===== config.mk =====
export PLATFORM = sky130hd
export DESIGN_NAME = ctr_cmd_sequencer
export DESIGN_NICKNAME = d
export VERILOG_FILES = /design/src/rtl/ctr_cmd_pkg.sv /design/src/rtl/ctr_cmd_fifo.sv /design/src/rtl/ctr_cmd_sequencer.sv
export SDC_FILE = /design/constraint.sdc
export NUM_CORES = 1
export LEC_CHECK = 0
export CAP_MARGIN = 20
export CORE_ASPECT_RATIO = 1.2
export CORE_UTILIZATION = 40
export DETAILED_ROUTE_END_ITERATION = 12
export PLACE_DENSITY = 0.56
export SYNTH_ARGS = -nofsm -noshare
export SYNTH_HDL_FRONTEND = slang
export SYNTH_SLANG_ARGS = --single-unit

===== constraint.sdc =====
create_clock -name clk -period 2.5 [get_ports clk]
set_input_delay 0.625 -clock clk [delete_from_list [all_inputs] [get_ports clk]]
set_output_delay 0.625 -clock clk [all_outputs]
set_load 0.03 [all_outputs]

===== src/rtl/ctr_cmd_pkg.sv =====
// Shared types for the counter command sequencer and its command FIFO.
package ctr_cmd_pkg;

   localparam int CMD_ARG_W = 4;

   typedef enum logic [1:0] {
      OP_NOP     = 2'b00,
      OP_LOAD    = 2'b01,
      OP_STEP_UP = 2'b10,
      OP_STEP_DN = 2'b11
   } ctr_op_e;

   typedef struct packed {
      ctr_op_e              op;
      logic [CMD_ARG_W-1:0] arg;
   } ctr_cmd_t;

   typedef enum logic {
      ST_IDLE,
      ST_EXEC
   } seq_state_e;

   function automatic logic is_step(input ctr_op_e op);
      return (op == OP_STEP_UP) || (op == OP_STEP_DN);
   endfunction

endpackage


===== src/rtl/ctr_cmd_fifo.sv =====
// Command FIFO: power-of-two depth, pointers carry one extra wrap bit so that
// full and empty are distinguishable without a separate counter.
module ctr_cmd_fifo
   import ctr_cmd_pkg::*;
#(
   parameter int DEPTH = 4,
   parameter int LVL_W = $clog2(DEPTH + 1)
) (
   input  logic             clk,
   input  logic             rst,
   input  logic             clr,
   input  logic             push,
   input  ctr_cmd_t         din,
   input  logic             pop,
   output ctr_cmd_t         dout,
   output logic             full,
   output logic             empty,
   output logic [LVL_W-1:0] level
);

   localparam int PTR_W = $clog2(DEPTH);
   localparam logic [PTR_W:0] PTR_ONE = 1;

   ctr_cmd_t       mem [DEPTH];
   logic [PTR_W:0] wr_ptr;
   logic [PTR_W:0] rd_ptr;
   logic [PTR_W:0] count;
   logic           do_push;
   logic           do_pop;

   assign do_push = push && !full;
   assign do_pop  = pop && !empty;
   assign count   = wr_ptr - rd_ptr;
   assign empty   = (wr_ptr == rd_ptr);
   assign full    = (wr_ptr[PTR_W] != rd_ptr[PTR_W]) &&
                    (wr_ptr[PTR_W-1:0] == rd_ptr[PTR_W-1:0]);
   assign level   = LVL_W'(count);
   assign dout    = mem[rd_ptr[PTR_W-1:0]];

   // NOTE: state uses non-blocking assignments so every flop samples pre-edge values.
   always_ff @(posedge clk or posedge rst) begin
      if (rst) begin
         wr_ptr <= '0;
         rd_ptr <= '0;
      end else if (clr) begin
         wr_ptr <= '0;
         rd_ptr <= '0;
      end else begin
         if (do_push) wr_ptr <= wr_ptr + PTR_ONE;
         if (do_pop)  rd_ptr <= rd_ptr + PTR_ONE;
      end
   end

   // NOTE: storage is not reset; the pointers alone decide which entries are valid.
   always_ff @(posedge clk) begin
      if (do_push && !clr) mem[wr_ptr[PTR_W-1:0]] <= din;
   end

endmodule


===== src/rtl/ctr_cmd_sequencer.sv =====
// Expands buffered commands into cycle-exact load / step / idle control for the
// mod-12 counter. Outputs are registered and describe the command popped at the previous edge.
module ctr_cmd_sequencer
   import ctr_cmd_pkg::*;
#(
   parameter int FIFO_DEPTH = 4,
   parameter int LVL_W      = $clog2(FIFO_DEPTH + 1)
) (
   input  logic                 clk,
   input  logic                 rst,
   input  logic                 cmd_valid,
   output logic                 cmd_ready,
   input  logic [1:0]           cmd_op,
   input  logic [CMD_ARG_W-1:0] cmd_arg,
   input  logic                 flush,
   output logic                 ctr_load,
   output logic [CMD_ARG_W-1:0] ctr_load_val,
   output logic                 ctr_up_down,
   output logic                 ctr_enable,
   output logic                 busy,
   output logic                 cmd_done,
   output logic [LVL_W-1:0]     fifo_level
);

   localparam logic [CMD_ARG_W-1:0] REM_ONE = 1;

   ctr_cmd_t             push_cmd;
   ctr_cmd_t             head;
   logic                 push;
   logic                 pop;
   logic                 fifo_full;
   logic                 fifo_empty;
   seq_state_e           state;
   seq_state_e           state_nx;
   logic [CMD_ARG_W-1:0] rem;
   logic [CMD_ARG_W-1:0] rem_nx;
   logic                 load_nx;
   logic [CMD_ARG_W-1:0] load_val_nx;
   logic                 up_down_nx;
   logic                 enable_nx;
   logic                 busy_nx;
   logic                 done_nx;

   assign cmd_ready    = !fifo_full && !flush && !rst;
   assign push         = cmd_valid && cmd_ready;
   assign push_cmd.op  = ctr_op_e'(cmd_op);
   assign push_cmd.arg = cmd_arg;

   ctr_cmd_fifo #(
      .DEPTH (FIFO_DEPTH),
      .LVL_W (LVL_W)
   ) u_fifo (
      .clk   (clk),
      .rst   (rst),
      .clr   (flush),
      .push  (push),
      .din   (push_cmd),
      .pop   (pop),
      .dout  (head),
      .full  (fifo_full),
      .empty (fifo_empty),
      .level (fifo_level)
   );

   always_ff @(posedge clk or posedge rst) begin
      if (rst) begin
         state <= ST_IDLE;
         rem   <= '0;
      end else begin
         state <= state_nx;
         rem   <= rem_nx;
      end
   end

   // rem counts the cycles still owed after the current one; the next pop happens when it hits 0.
   always_comb begin
      // NOTE: every combinational output gets a default first so no latch is inferred.
      state_nx = state;
      rem_nx   = rem;
      pop      = 1'b0;
      if (flush) begin
         state_nx = ST_IDLE;
         rem_nx   = '0;
      end else if (state == ST_EXEC && rem != '0) begin
         rem_nx = rem - REM_ONE;
      end else if (!fifo_empty) begin
         pop      = 1'b1;
         state_nx = ST_EXEC;
         rem_nx   = (head.op == OP_LOAD) ? '0 : head.arg;
      end else begin
         state_nx = ST_IDLE;
      end
   end

   always_comb begin
      load_nx     = 1'b0;
      enable_nx   = 1'b0;
      busy_nx     = 1'b0;
      done_nx     = 1'b0;
      load_val_nx = ctr_load_val;
      up_down_nx  = ctr_up_down;
      if (pop) begin
         busy_nx = 1'b1;
         done_nx = (head.op == OP_LOAD) || (head.arg == '0);
         if (head.op == OP_LOAD) begin
            load_nx     = 1'b1;
            load_val_nx = head.arg;
         end else if (is_step(head.op)) begin
            enable_nx  = 1'b1;
            up_down_nx = (head.op == OP_STEP_UP);
         end
      end else if (state_nx == ST_EXEC) begin
         // A multi-cycle step or NOP continues; loads never reach here.
         busy_nx   = 1'b1;
         enable_nx = ctr_enable;
         done_nx   = (rem_nx == '0);
      end
   end

   always_ff @(posedge clk or posedge rst) begin
      if (rst) begin
         ctr_load     <= 1'b0;
         ctr_load_val <= '0;
         ctr_up_down  <= 1'b1;
         ctr_enable   <= 1'b0;
         busy         <= 1'b0;
         cmd_done     <= 1'b0;
      end else begin
         ctr_load     <= load_nx;
         ctr_load_val <= load_val_nx;
         ctr_up_down  <= up_down_nx;
         ctr_enable   <= enable_nx;
         busy         <= busy_nx;
         cmd_done     <= done_nx;
      end
   end

endmodule


* Word level (Yosys, flattened, before mapping)
Memory sizes are Yosys's and may differ from the RTL's.
Cells that the tools add are included.
** Storage, ports and cells
- Flip-flop bits (word level) :: 20
- Bits in writable memories :: 24
- Output and inout bits :: 13
- Memories :: 1
** Memory list
- u_fifo.mem :: words 4, width 6, rd ports 1, clocked after Yosys merged registers in 0, wr ports 1, line ctr_cmd_fifo.sv:24 : ctr_cmd_t mem [DEPTH];
** Cells by class
- $add $sub $neg :: 4
- Equal/unequal tests :: 7
- Muxes and demuxes :: 25
- Bitwise operators :: 1
- Reductions and logical operators :: 21
** Operator list (count)
- 1-bit 2-to-1 mux :: 17
- 4-bit 2-to-1 mux :: 4
- 3-bit 2-to-1 mux :: 4
- 1-bit logical AND :: 8
- 4-bit logical NOT :: 2
- 3-bit by 1-bit adder with 3-bit output, second input constant :: 2
- 2-bit == test, second input constant :: 2
- 1-bit logical NOT :: 4
- 2-bit nonzero test :: 2
- 4-bit nonzero test :: 1
- 4-bit by 1-bit subtractor with 4-bit output, second input constant :: 1
- 3-bit == test :: 1
- 3-bit AND reduction :: 1
- 3-bit subtractor :: 1
- 2-bit by 1-bit == test with 1-bit output, second input constant :: 1
- 2-bit == test :: 1
- 1-bit logical OR :: 2
- 2-bit by 1-bit != test with 1-bit output, second input constant :: 1
- 2-bit AND reduction :: 1
- 1-bit != test :: 1
- 1-bit NOT :: 1

* Depth between registers and ports, before layout
Gate-level depths: netlist of run 1.
- Word-level depth :: 10
- Depth in mapped cells :: 8
- Mapped depth without buffers :: 6

* Hierarchy
A second synthesis of run 1 with hierarchy kept.
** Unflattened totals
- Cell total of the unflattened synthesis :: 162
- Area, all modules :: 2173.3 µm²
** Modules (own cells, without submodules)
- ctr_cmd_fifo :: instances 1, cells each 97, area an instance 1447.6 µm², sequential area each 870.8 µm²
- ctr_cmd_sequencer :: instances 1, cells each 65, area an instance 725.7 µm², sequential area each 351.6 µm²

* Worst setup path before layout of run 1
Ideal clock, no wire load.
- Path kind :: flip-flop to flip-flop
- From :: reg u_fifo.rd_ptr[1]
- To :: mem u_fifo.mem[0][0] (netlist bit), enable pin
- Library setup time :: 0.321 ns
- Arrival time :: 2.354 ns
- Data required time :: 2.179 ns
- Slack :: -0.175 ns
- Cell stages (with the launch flop) :: 8
- Path buffers :: 2
- Cell sequence :: dfrtp_1 > clkbuf_1 > inv_1 > ha_1 > and2_1 > clkbuf_1 > a21boi_1 > and3_1
** On the way
- Cells in the longest elaborated chain, start to end :: 10
** Ends and longest elaborated chain
- start, declared :: line ctr_cmd_fifo.sv:26 : logic [PTR_W:0] rd_ptr;
- start signal, assigned :: line ctr_cmd_fifo.sv:50 : if (do_pop) rd_ptr <= rd_ptr + PTR_ONE;
- 2-bit == test :: line ctr_cmd_fifo.sv:36 : (wr_ptr[PTR_W-1:0] == rd_ptr[PTR_W-1:0]);
- 1-bit logical AND :: line ctr_cmd_fifo.sv:35 : assign full = (wr_ptr[PTR_W] != rd_ptr[PTR_W]) &&
- 1-bit logical NOT :: line ctr_cmd_sequencer.sv:44 : assign cmd_ready = !fifo_full && !flush && !rst;
- 1-bit logical AND (2 in series) :: line ctr_cmd_sequencer.sv:44
- net cmd_ready :: line ctr_cmd_sequencer.sv:12 : output logic cmd_ready,
- 1-bit logical AND :: line ctr_cmd_sequencer.sv:45 : assign push = cmd_valid && cmd_ready;
- 1-bit logical AND :: line ctr_cmd_fifo.sv:31 : assign do_push = push && !full;
- 1-bit logical AND :: line ctr_cmd_fifo.sv:56 : if (do_push && !clr) mem[wr_ptr[PTR_W-1:0]] <= din;
- 1-bit 2-to-1 mux :: line ctr_cmd_fifo.sv:56
- 1-bit 2-to-1 mux (implied by the code) :: line ctr_cmd_fifo.sv:56
- end, declared :: line ctr_cmd_fifo.sv:24
The timed path passes the listed nets, and every way through them passes these cells.

* Final worst setup path of run 1
- From :: reg u_fifo.wr_ptr[0]
- To :: out cmd_ready
** On the way
- Cells in the longest elaborated chain, start to end :: 5
** Ends and longest elaborated chain
- start, declared :: line ctr_cmd_fifo.sv:25 : logic [PTR_W:0] wr_ptr;
- start signal, assigned :: line ctr_cmd_fifo.sv:49 : if (do_push) wr_ptr <= wr_ptr + PTR_ONE;
- 2-bit == test :: line ctr_cmd_fifo.sv:36
- 1-bit logical AND :: line ctr_cmd_fifo.sv:35
- 1-bit logical NOT :: line ctr_cmd_sequencer.sv:44
- 1-bit logical AND (2 in series) :: line ctr_cmd_sequencer.sv:44
- end, declared :: line ctr_cmd_sequencer.sv:12
No other way between the ends.

==> results of run 1 <==
## flip-flops by register name, indices dropped and copies added, names as in the netlist
register and cells:
state 1, cmd_done 1, ctr_load 1, u_fifo.mem 24, ctr_load_val 4, ctr_enable 1
busy 1, u_fifo.wr_ptr 3, u_fifo.rd_ptr 3, rem 4, ctr_up_down 1
## cell type report
type | instances | share of cell area [%]
clock buffer | 5 | 2.73
clock inverter | 3 | 1.84
inverter | 11 | 1.64
multi-input combinational | 88 | 32.2
sequential | 44 | 48.6
tap | 60 | 2.98
timing repair buffer | 27 | 10.0
## per-layer routing
metal  global-route usage, %  vias to the layer above  wire [um]
met5                       0                        -          0
met4                    4.38                        0         16
met3                    4.07                        2        130
met2                    26.5                       25       2000
met1                    20.8                      623       1700
li1                        -                      605          -
## repair_timing
| item | CTS | global route |
|---|---|---|
| pin swaps | 1 | 0 |
| gates resized for setup | 0 | 1 |
| setup buffers | 1 | 0 |
| endpoints found under the hold margin | 0 | 0 |
| cloned | 0 | 0 |
| setup endpoints to repair | 1 | 1 |
## critical path: cells and delay by family (launching register included)
family | cells | cell delay, ns
simple gates | 1 | 0.28
fa+ha+maj | 1 | 0.31
buf+inv | 2 | 0.28
compound gates | 1 | 0.19
flops | 1 | 0.41
## per-stage QoR
step,total power [W],area [um^2],hold WS (ns),instances,setup slack (ns)
after floorplan,0.00182,2100,0.555,149,0.0877
after global placement,0.00215,2390,0.501,229,0.181
after detailed placement,0.00216,2390,0.502,229,0.166
after CTS,0.00272,2510,0.526,238,0.0238
after global routing,0.00286,2520,0.537,238,0.00709
final,0.00269,2520,0.523,238,0.105
## cell usage in the layout (no fill, tap or decap), drive strengths merged, types with 2 or more instances in the layout
master         synthesis  final
a221oi                 2      2
dfrtp                 19     19
inv                   11     12
a211oi                 2      2
edfxtp                24     24
a21oi                  8      8
and3                   3      3
clkbuf                 5      5
nand3                  4      4
ha                     8      8
xnor2                  3      3
o21ai                  3      3
mux4                   6      6
nand2                  6      6
mux2                   5      5
and2                   4      4
xor2                   3      3
nor3                   4      4
buf                    1      8
clkdlybuf4s50          0     18
nand2b                 2      2
nor2                   6      6
a31oi                  2      2
a22oi                  2      2
## worst min-delay path by stage
stage | cells past startpoint | end | start
after CTS | 2 | u_fifo.wr_ptr[1]$_DFFE_PP0P_ | rst
after detailed placement | 1 | ctr_load_val[1]$_DFFE_PP0P_ | ctr_load_val[1]$_DFFE_PP0P_
after floorplan | 1 | u_fifo.wr_ptr[0]$_DFFE_PP0P_ | u_fifo.wr_ptr[0]$_DFFE_PP0P_
final | 1 | ctr_load_val[0]$_DFFE_PP0P_ | ctr_load_val[0]$_DFFE_PP0P_
after global routing | 2 | u_fifo.wr_ptr[1]$_DFFE_PP0P_ | rst
after global placement | 1 | ctr_load_val[1]$_DFFE_PP0P_ | ctr_load_val[1]$_DFFE_PP0P_
## kinds of logic (layout without fill, tap and decap cells)
| kind of cell | after synthesis | after routing | synth area share (%) |
|---|---|---|---|
| muxes | 12 | 12 | 11.2 |
| adders and majority gates | 9 | 9 | 5.72 |
| DFF | 44 | 44 | 58.2 |
| buffers and inverters | 17 | 46 | 3.40 |
| and+or+nand+nor | 33 | 33 | 8.76 |
| xor gates and xnor gates | 6 | 6 | 2.86 |
| AOI/OAI and AO/OA | 28 | 28 | 9.83 |
## power by group through the flow
stage / Sequential (W) / Combinational (W) / Clock (W)
finish: 0.000977 / 0.00116 / 0.000555
global route: 0.000994 / 0.00127 / 0.000594
CTS: 0.000980 / 0.00117 / 0.000574
detailed placement: 0.000995 / 0.00116 / 0
global placement: 0.000992 / 0.00115 / 0
floorplan: 0.00108 / 0.000736 / 0
==> impl_metrics.env, run 1 <==
export IMPL_run_status="finished clean"
export IMPL_fin_nets=196
export IMPL_synth_edf_count=24
export IMPL_crit_path_end="cmd_ready"
export IMPL_drtIter0Drc=50
export IMPL_netlist_instances=149
export IMPL_hold_violations=0
export IMPL_worst_pin_slew_ns=0.539
export IMPL_finClkSkew_ns=0.00520
export IMPL_core_region_area_mm2=0.00497
export IMPL_multi_input_area_um2=810
export IMPL_grt_max_degree=19
export IMPL_setup_viol=0
export IMPL_antenna_found_initial=0
export IMPL_p_sw_share_pct=36.9
export IMPL_syn2layout_area_growth_pct=19.8
export IMPL_ant_nets=0
export IMPL_cts_hold_buf=0
export IMPL_portBuffers=22
export IMPL_grt_pass1_wl_um=6350
export IMPL_drv_cap=0
export IMPL_synth_nets=168
export IMPL_hp_class="reg2reg"
export IMPL_clock_fmax_mhz=417
export IMPL_final_max_slew_viol_count=0
export IMPL_drc=0
export IMPL_die_y_um=81.4
export IMPL_pwr_share_seq_pct=36.3
export IMPL_die_w_um=68.1
export IMPL_finalCoreUtilization_pct=50.6
export IMPL_wl_per_cell_um=16.2
export IMPL_peakVddDrop_mv=0.587
export IMPL_dieArea_mm2=0.00554
export IMPL_worst_ep_required_time_ns=1.88
export IMPL_dp_hpwl_um=2780
export IMPL_n_fill_cell=450
export IMPL_power_internal_w=0.00170
export IMPL_power_density_mw_per_mm2=1070
export IMPL_worstSetupEndpointType="primary output"
export IMPL_reg2reg_depth=6
export IMPL_cpMaxStageDelayCell="dfrtp_1"
export IMPL_grt_overflow_total=0
export IMPL_r2r_start="rem[0]$_DFF_PP0_"
export IMPL_synth_top_cells_by_area="edfxtp_1, dfrtp_1, mux4_1"
export IMPL_initial_core_util_pct=42.2
export IMPL_leakagePower_nw=1.04
export IMPL_ys_flop_type="edfxtp_1"
export IMPL_clk_latency_ns=0.29
export IMPL_power_frac_clock_pct=20.6
export IMPL_cts_root_buf="clkbuf_8"
export IMPL_layout_drive_gt1_share_pct=16.3
export IMPL_max_stage_delay_ns=0.41
export IMPL_worstReg2RegEnd="ctr_load_val[3]$_DFFE_PP0P_"
export IMPL_yosysWarnings=0
export IMPL_regArea_mm2=0.00122
export IMPL_fp_row_count=28
export IMPL_cts_buffer_depth=2
export IMPL_combPwrFrac_pct=43.1
export IMPL_crit_arrival_ns=1.77
export IMPL_tritoncts="built"
export IMPL_yosys_cell_count_top_type="edfxtp_1"
export IMPL_path_cells="inv_1 -> ha_1 -> and2_1 -> a21boi_2 -> buf_4"
export IMPL_clock_sinks=44
export IMPL_ff2ff_setup_slack_ns=0.34
export IMPL_netlist_area_leader_share_pct=34.3
export IMPL_grt_util_all_layers_pct=16.1
export IMPL_drt_total_wl_um=3850
export IMPL_antenna_cells=0
export IMPL_syn_area_per_cell_um2=14.1
export IMPL_yosysSeqAreaShare_pct=58.2
export IMPL_worst_setup_path_type="reg2out"
export IMPL_fin_crit_sh_pct=95.8
export IMPL_p_switching_w=0.000993
export IMPL_netlist_area_mm2=0.00210
export IMPL_cts_buffers=5
export IMPL_dr_total_vias=1255
export IMPL_async_flop_share_pct=45.5
export IMPL_cp_start_kind="flop"
export IMPL_first_pass_iters=4
export IMPL_gp_congestion=0.743
export IMPL_crit_start="u_fifo.wr_ptr[0]$_DFFE_PP0P_"
export IMPL_rsz0062_at_grt="false"
export IMPL_ios=23
export IMPL_synth_commonest_cells="edfxtp_1, dfrtp_1, inv_1, a21oi_1, ha_1"
export IMPL_htreeDepth=2
export IMPL_synth_seq_cells=44
export IMPL_yosysTopAreaCell="edfxtp_1"
export IMPL_slew_headroom_pct=63.9
export IMPL_grt_pass1_vias=1304
export IMPL_crit_path_max_fanout=7
export IMPL_clk_pin_slew_ns=0.09
export IMPL_fin_setup_tns_ns=0
export IMPL_min_period_ns=2.40
export IMPL_ys_types=43
export IMPL_avgViaCountPerCell=5.27
No activity file was read; power rests on OpenSTA's default activity.
==> run 2, diff against run 1 <==
- HOLD_SLACK_MARGIN: default -> 0.08
==> results of run 2 <==
Same layout as run 1: the final DEF is identical, and so are final timing and power.
==> patch 1: new RTL, flow settings as in run 1 <==
Register the output `fifo_level`; this adds one clock of latency there. The other outputs are not delayed to match.
--- a/src/rtl/ctr_cmd_sequencer.sv
+++ b/src/rtl/ctr_cmd_sequencer.sv
@@ -25,2 +25,4 @@
    localparam logic [CMD_ARG_W-1:0] REM_ONE = 1;
+
+   logic [LVL_W-1:0] fifo_level_d;
 
@@ -61,3 +63,3 @@
       .empty (fifo_empty),
-      .level (fifo_level)
+      .level (fifo_level_d)
    );
@@ -137,2 +139,6 @@
 
+   always_ff @(posedge clk) begin
+      fifo_level <= fifo_level_d;
+   end
+
 endmodule
Behaviour: not the same (a bounded check fails within 4 cycles, from zero or initial values and one cycle with rst high).
==> patch 1 against run 1 <==
Sequential cell count increased by 3; power is 2.5% lower; synthesized area is 3.5% higher; sequential power up 6%; cell count increased by 2.1%; die area is 3.4% higher; setup slack improved by 0.039 ns; wire length up 5.7%; cell area increased by 2.8%; critical endpoint unchanged; largest cell class unchanged.
==> patch 1: results (changes against run 1) <==
stage;metric;value;unit;change
routing;wire_per_inst;16.7;µm;+3.6%
synthesis;synthAdderAreaFrac;5.53;%;-0.19 points
synthesis;synth-xor-area-share;3.17;%;+0.31 points
grt;grt_max_degree;17;;-2
routing;wl_met2;2080;µm;+3.8%
grt;met2_usage;28.3;%;+1.8 points
synthesis;synth_nets;171;;+1.8%
place;preCtsSetupSlack;0.165;ns;-0.000925 ns
place;dp_hpwl;3130;µm;+12%
run_status;status;completed;;
synthesis;synthArstFlopShare;42.6;%;-2.9 points
synthesis;synth.area.mux_share;10.8;%;-0.43 points
place;gp_congestion;0.795;;+7.0%
clock_network;numClockSinks;47;;+6.8%
clock_network;cts_setup_buffers;0;;-1
routing;wl_met1;1870;µm;+10%
synthesis;synth_common_cells;edfxtp_1 (24), dfrtp_1 (19), inv_1 (11);;
min_path;holdPathEnd;ctr_load_val[1]$_DFFE_PP0P_;;
grt;grt_pass1_wl;6950;µm;+9.5%
final_layout;stdcell_count;243;;+2.1%
final_layout;drive_gt1_share;16.0;%;-0.27 points
sta;fin_skew;0.0114;ns;+0.00619 ns
place;dpl_cell_area;2460;µm²;+3.1%
synthesis;synthTopCellsByArea;edfxtp_1 (33%), dfrtp_1 (22%), mux4_1 (6.0%);;
routing;drt-initial-drc-count;38;;-24%
sta;worstMarginPinSlew;0.590;ns;+0.0508 ns
grt;met3_usage;3.28;%;-0.80 points
routing;wl_met3;81;µm;-38%
critical_path;rr_endpoint;rem[0]$_DFF_PP0_;;
routing;vias;1278;;+1.8%
grt;grtUsageTotal;15.8;%;-0.24 points
critical_path;reg2reg_slack;0.38;ns;+0.04 ns
final_layout;multi_input_area_share;31.4;%;-0.73 points
grt;grt_pass1_vias;1360;;+4.3%
final_layout;nonClkBufAreaFrac;9.87;%;-0.18 points
sta;hold_slack;0.517;ns;-0.00564 ns
synthesis;yosysUniqueCellTypes;44;;+2.3%
final_layout;multi_input_area;813;µm²;+0.46%
grt;use_met1;19.5;%;-1.3 points
min_path;hp-start;ctr_load_val[1]$_DFFE_PP0P_;;
-- patch 1: where the power goes --
| group | switching [mW] | total, mW | internal [mW] |
|---|---|---|---|
| Clock | 0.263 | 0.566 | 0.303 |
| Sequential | 0.0935 | 1.04 | 0.942 |
| Combinational | 0.558 | 1.02 | 0.467 |
| Total | 0.914 | 2.63 | 1.71 |
-- patch 1: worst max path at each step --
| stage | end | from | slack [ns] |
|---|---|---|---|
| after floorplan | u_fifo.mem[0][0]$_DFFE_PP_ | u_fifo.rd_ptr[1]$_DFFE_PP0P_ | 0.04 |
| after global placement | cmd_ready | flush | 0.16 |
| after detailed placement | u_fifo.mem[0][1]$_DFFE_PP_ | flush | 0.17 |
| after CTS | cmd_ready | u_fifo.wr_ptr[0]$_DFFE_PP0P_ | 0.005 |
| after global routing | cmd_ready | u_fifo.wr_ptr[0]$_DFFE_PP0P_ | 0.06 |
| final | cmd_ready | u_fifo.wr_ptr[0]$_DFFE_PP0P_ | 0.14 |
==> patch 2: new RTL, flow settings as in run 1 <==
Made on the original files. `CMD_ARG_W`: 4 -> 5.
--- a/src/rtl/ctr_cmd_pkg.sv
+++ b/src/rtl/ctr_cmd_pkg.sv
@@ -3,3 +3,3 @@
 
-   localparam int CMD_ARG_W = 4;
+   localparam int CMD_ARG_W = 5;
 
Ports: changed (resized cmd_arg and ctr_load_val); port bits go from 23 to 25. No check against the original RTL was run, so the function may have changed too.
==> patch 2 against run 1 <==
The run now ends with DRC left; count of clock-buffer cells in the layout unchanged; clock power about the same; highest routed layer unchanged; setup slack better by 0.027 ns; register-to-register slack worse by 0.18 ns; wire length up 20%; critical path depth down 1; critical path type unchanged; non-clock buffer count up 7; synthesized area up 9.8%; sequential power up 15%; cell area up 10%; first-iteration DRC count up 110%; sequential cell count up 6; global-route usage up 0.98 points; power up 12%.
==> patch 2: results (changes against run 1) <==
stage;metric;value;unit;change
run_status;status;finished, violations left;;
run_status;violations;DRC;;
critical_path;rr_endpoint;ctr_load_val[2]$_DFFE_PP0P_;;
grt;grt_pass1_vias;1530;;+17%
synthesis;synthTopCellsByArea;edfxtp_1 (36%), dfrtp_1 (23%), mux4_1 (6.8%);;
sta;hold_slack;0.514;ns;-0.00874 ns
grt;grt_pass1_wl;7710;µm;+21%
critical_path;setup.worst_path.end;fifo_level[2];;
place;gp_congestion;0.793;;+6.7%
min_path;holdPathEnd;ctr_load_val[4]$_DFFE_PP0P_;;
min_path;hp-start;ctr_load_val[4]$_DFFE_PP0P_;;
routing;route.detailed.drc;1;;+1
routing;wire_per_inst;17.9;µm;+11%
final_layout;largest_reg_flops;28;;+17%
clock_network;cts_setup_buffers;0;;-1
power_and_ir_drop;leakagePower;1.17;nW;+13%
routing;wl_met3;167;µm;+28%
final_layout;drive_gt1_share;18.4;%;+2.1 points
synthesis;synthArstFlopShare;44.0;%;-1.5 points
routing;drt-initial-drc-count;104;;+110%
critical_path;reg2reg_depth;7;;+1
grt;grtUsageTotal;17.1;%;+0.98 points
routing;vias_per_cell;5.50;;+4.3%
critical_path;cp.arrival;1.74;ns;-0.03 ns
sta;fin_skew;0.0122;ns;+0.00703 ns
critical_path;reg2reg_slack;0.16;ns;-0.18 ns
synthesis;yosysUniqueCellTypes;41;;-4.7%
grt;grt_max_degree;23;;+4
critical_path;max_stage_delay;0.48;ns;+0.07 ns
routing;wl_met1;1960;µm;+15%
synthesis;ys_seq_area_share;60.4;%;+2.2 points
critical_path;cp_top_family;adder cells;;
clock_network;cts_resized;1;;+1
critical_path;cp_max_fo;5;;-2
synthesis;synth_edf_count;28;;+17%
final_layout;fillers;466;;+3.6%
place;dp_hpwl;3320;µm;+19%
==> patch 2: kinds of logic (layout without fill, tap and decap cells) <==
family                   after synthesis  in the layout  share of synthesized area (%)
flip-flops                            50             50                           60.4
AND/OR/NAND/NOR                       39             39                           9.88
adder cells (fa/ha/maj)                9              9                           5.21
AO/OA/AOI/OAI                         24             24                           6.95
buffers and inverters                 17             54                           3.42
multiplexers                          12             12                           11.1
XOR/XNOR                               8              8                           3.04
==> patch 2: layout make-up <==
cell class | instances | area (µm²) | share of cell area [%]
Timing Repair Buffer | 34 | 307 | 11.1
Inverter | 12 | 45.0 | 1.63
Tap cell | 62 | 77.6 | 2.80
Sequential cell | 50 | 1390 | 50.3
Clock inverter | 3 | 40.0 | 1.45
Multi-Input combinational cell | 92 | 838 | 30.3
Clock buffer | 5 | 68.8 | 2.49
==> patch 2: stage by stage <==
| step | std cells | utilization [%] | instance area (µm²) | power [mW] | worst slack [ns] |
|---|---|---|---|---|---|
| detailed placement | 250 | 49.1 | 2660 | 2.47 | 0.0909 |
| finish | 258 | 51.2 | 2770 | 3.01 | 0.132 |
| global route | 258 | 51.2 | 2770 | 3.19 | 0.0224 |
| CTS | 258 | 51.1 | 2760 | 3.01 | 0.0678 |
| global placement | 250 | 49.1 | 2660 | 2.44 | 0.194 |
| floorplan | 159 | - | 2300 | 2.04 | 0.174 |
==> patch 2: power breakdown <==
part	total [mW]	switching, mW	leakage (nW)	internal (mW)
clock	0.555	0.261	0.0541	0.294
sequential	1.12	0.116	0.542	1.00
combinational	1.34	0.718	0.570	0.620
total	3.01	1.10	1.17	1.91
==> patch 2: per-layer routing <==
layer	vias to the layer above	track usage, %
met2	39	29.8
li1	666	-
met4	0	6.36
met3	6	3.68
met5	-	0
met1	708	20.6
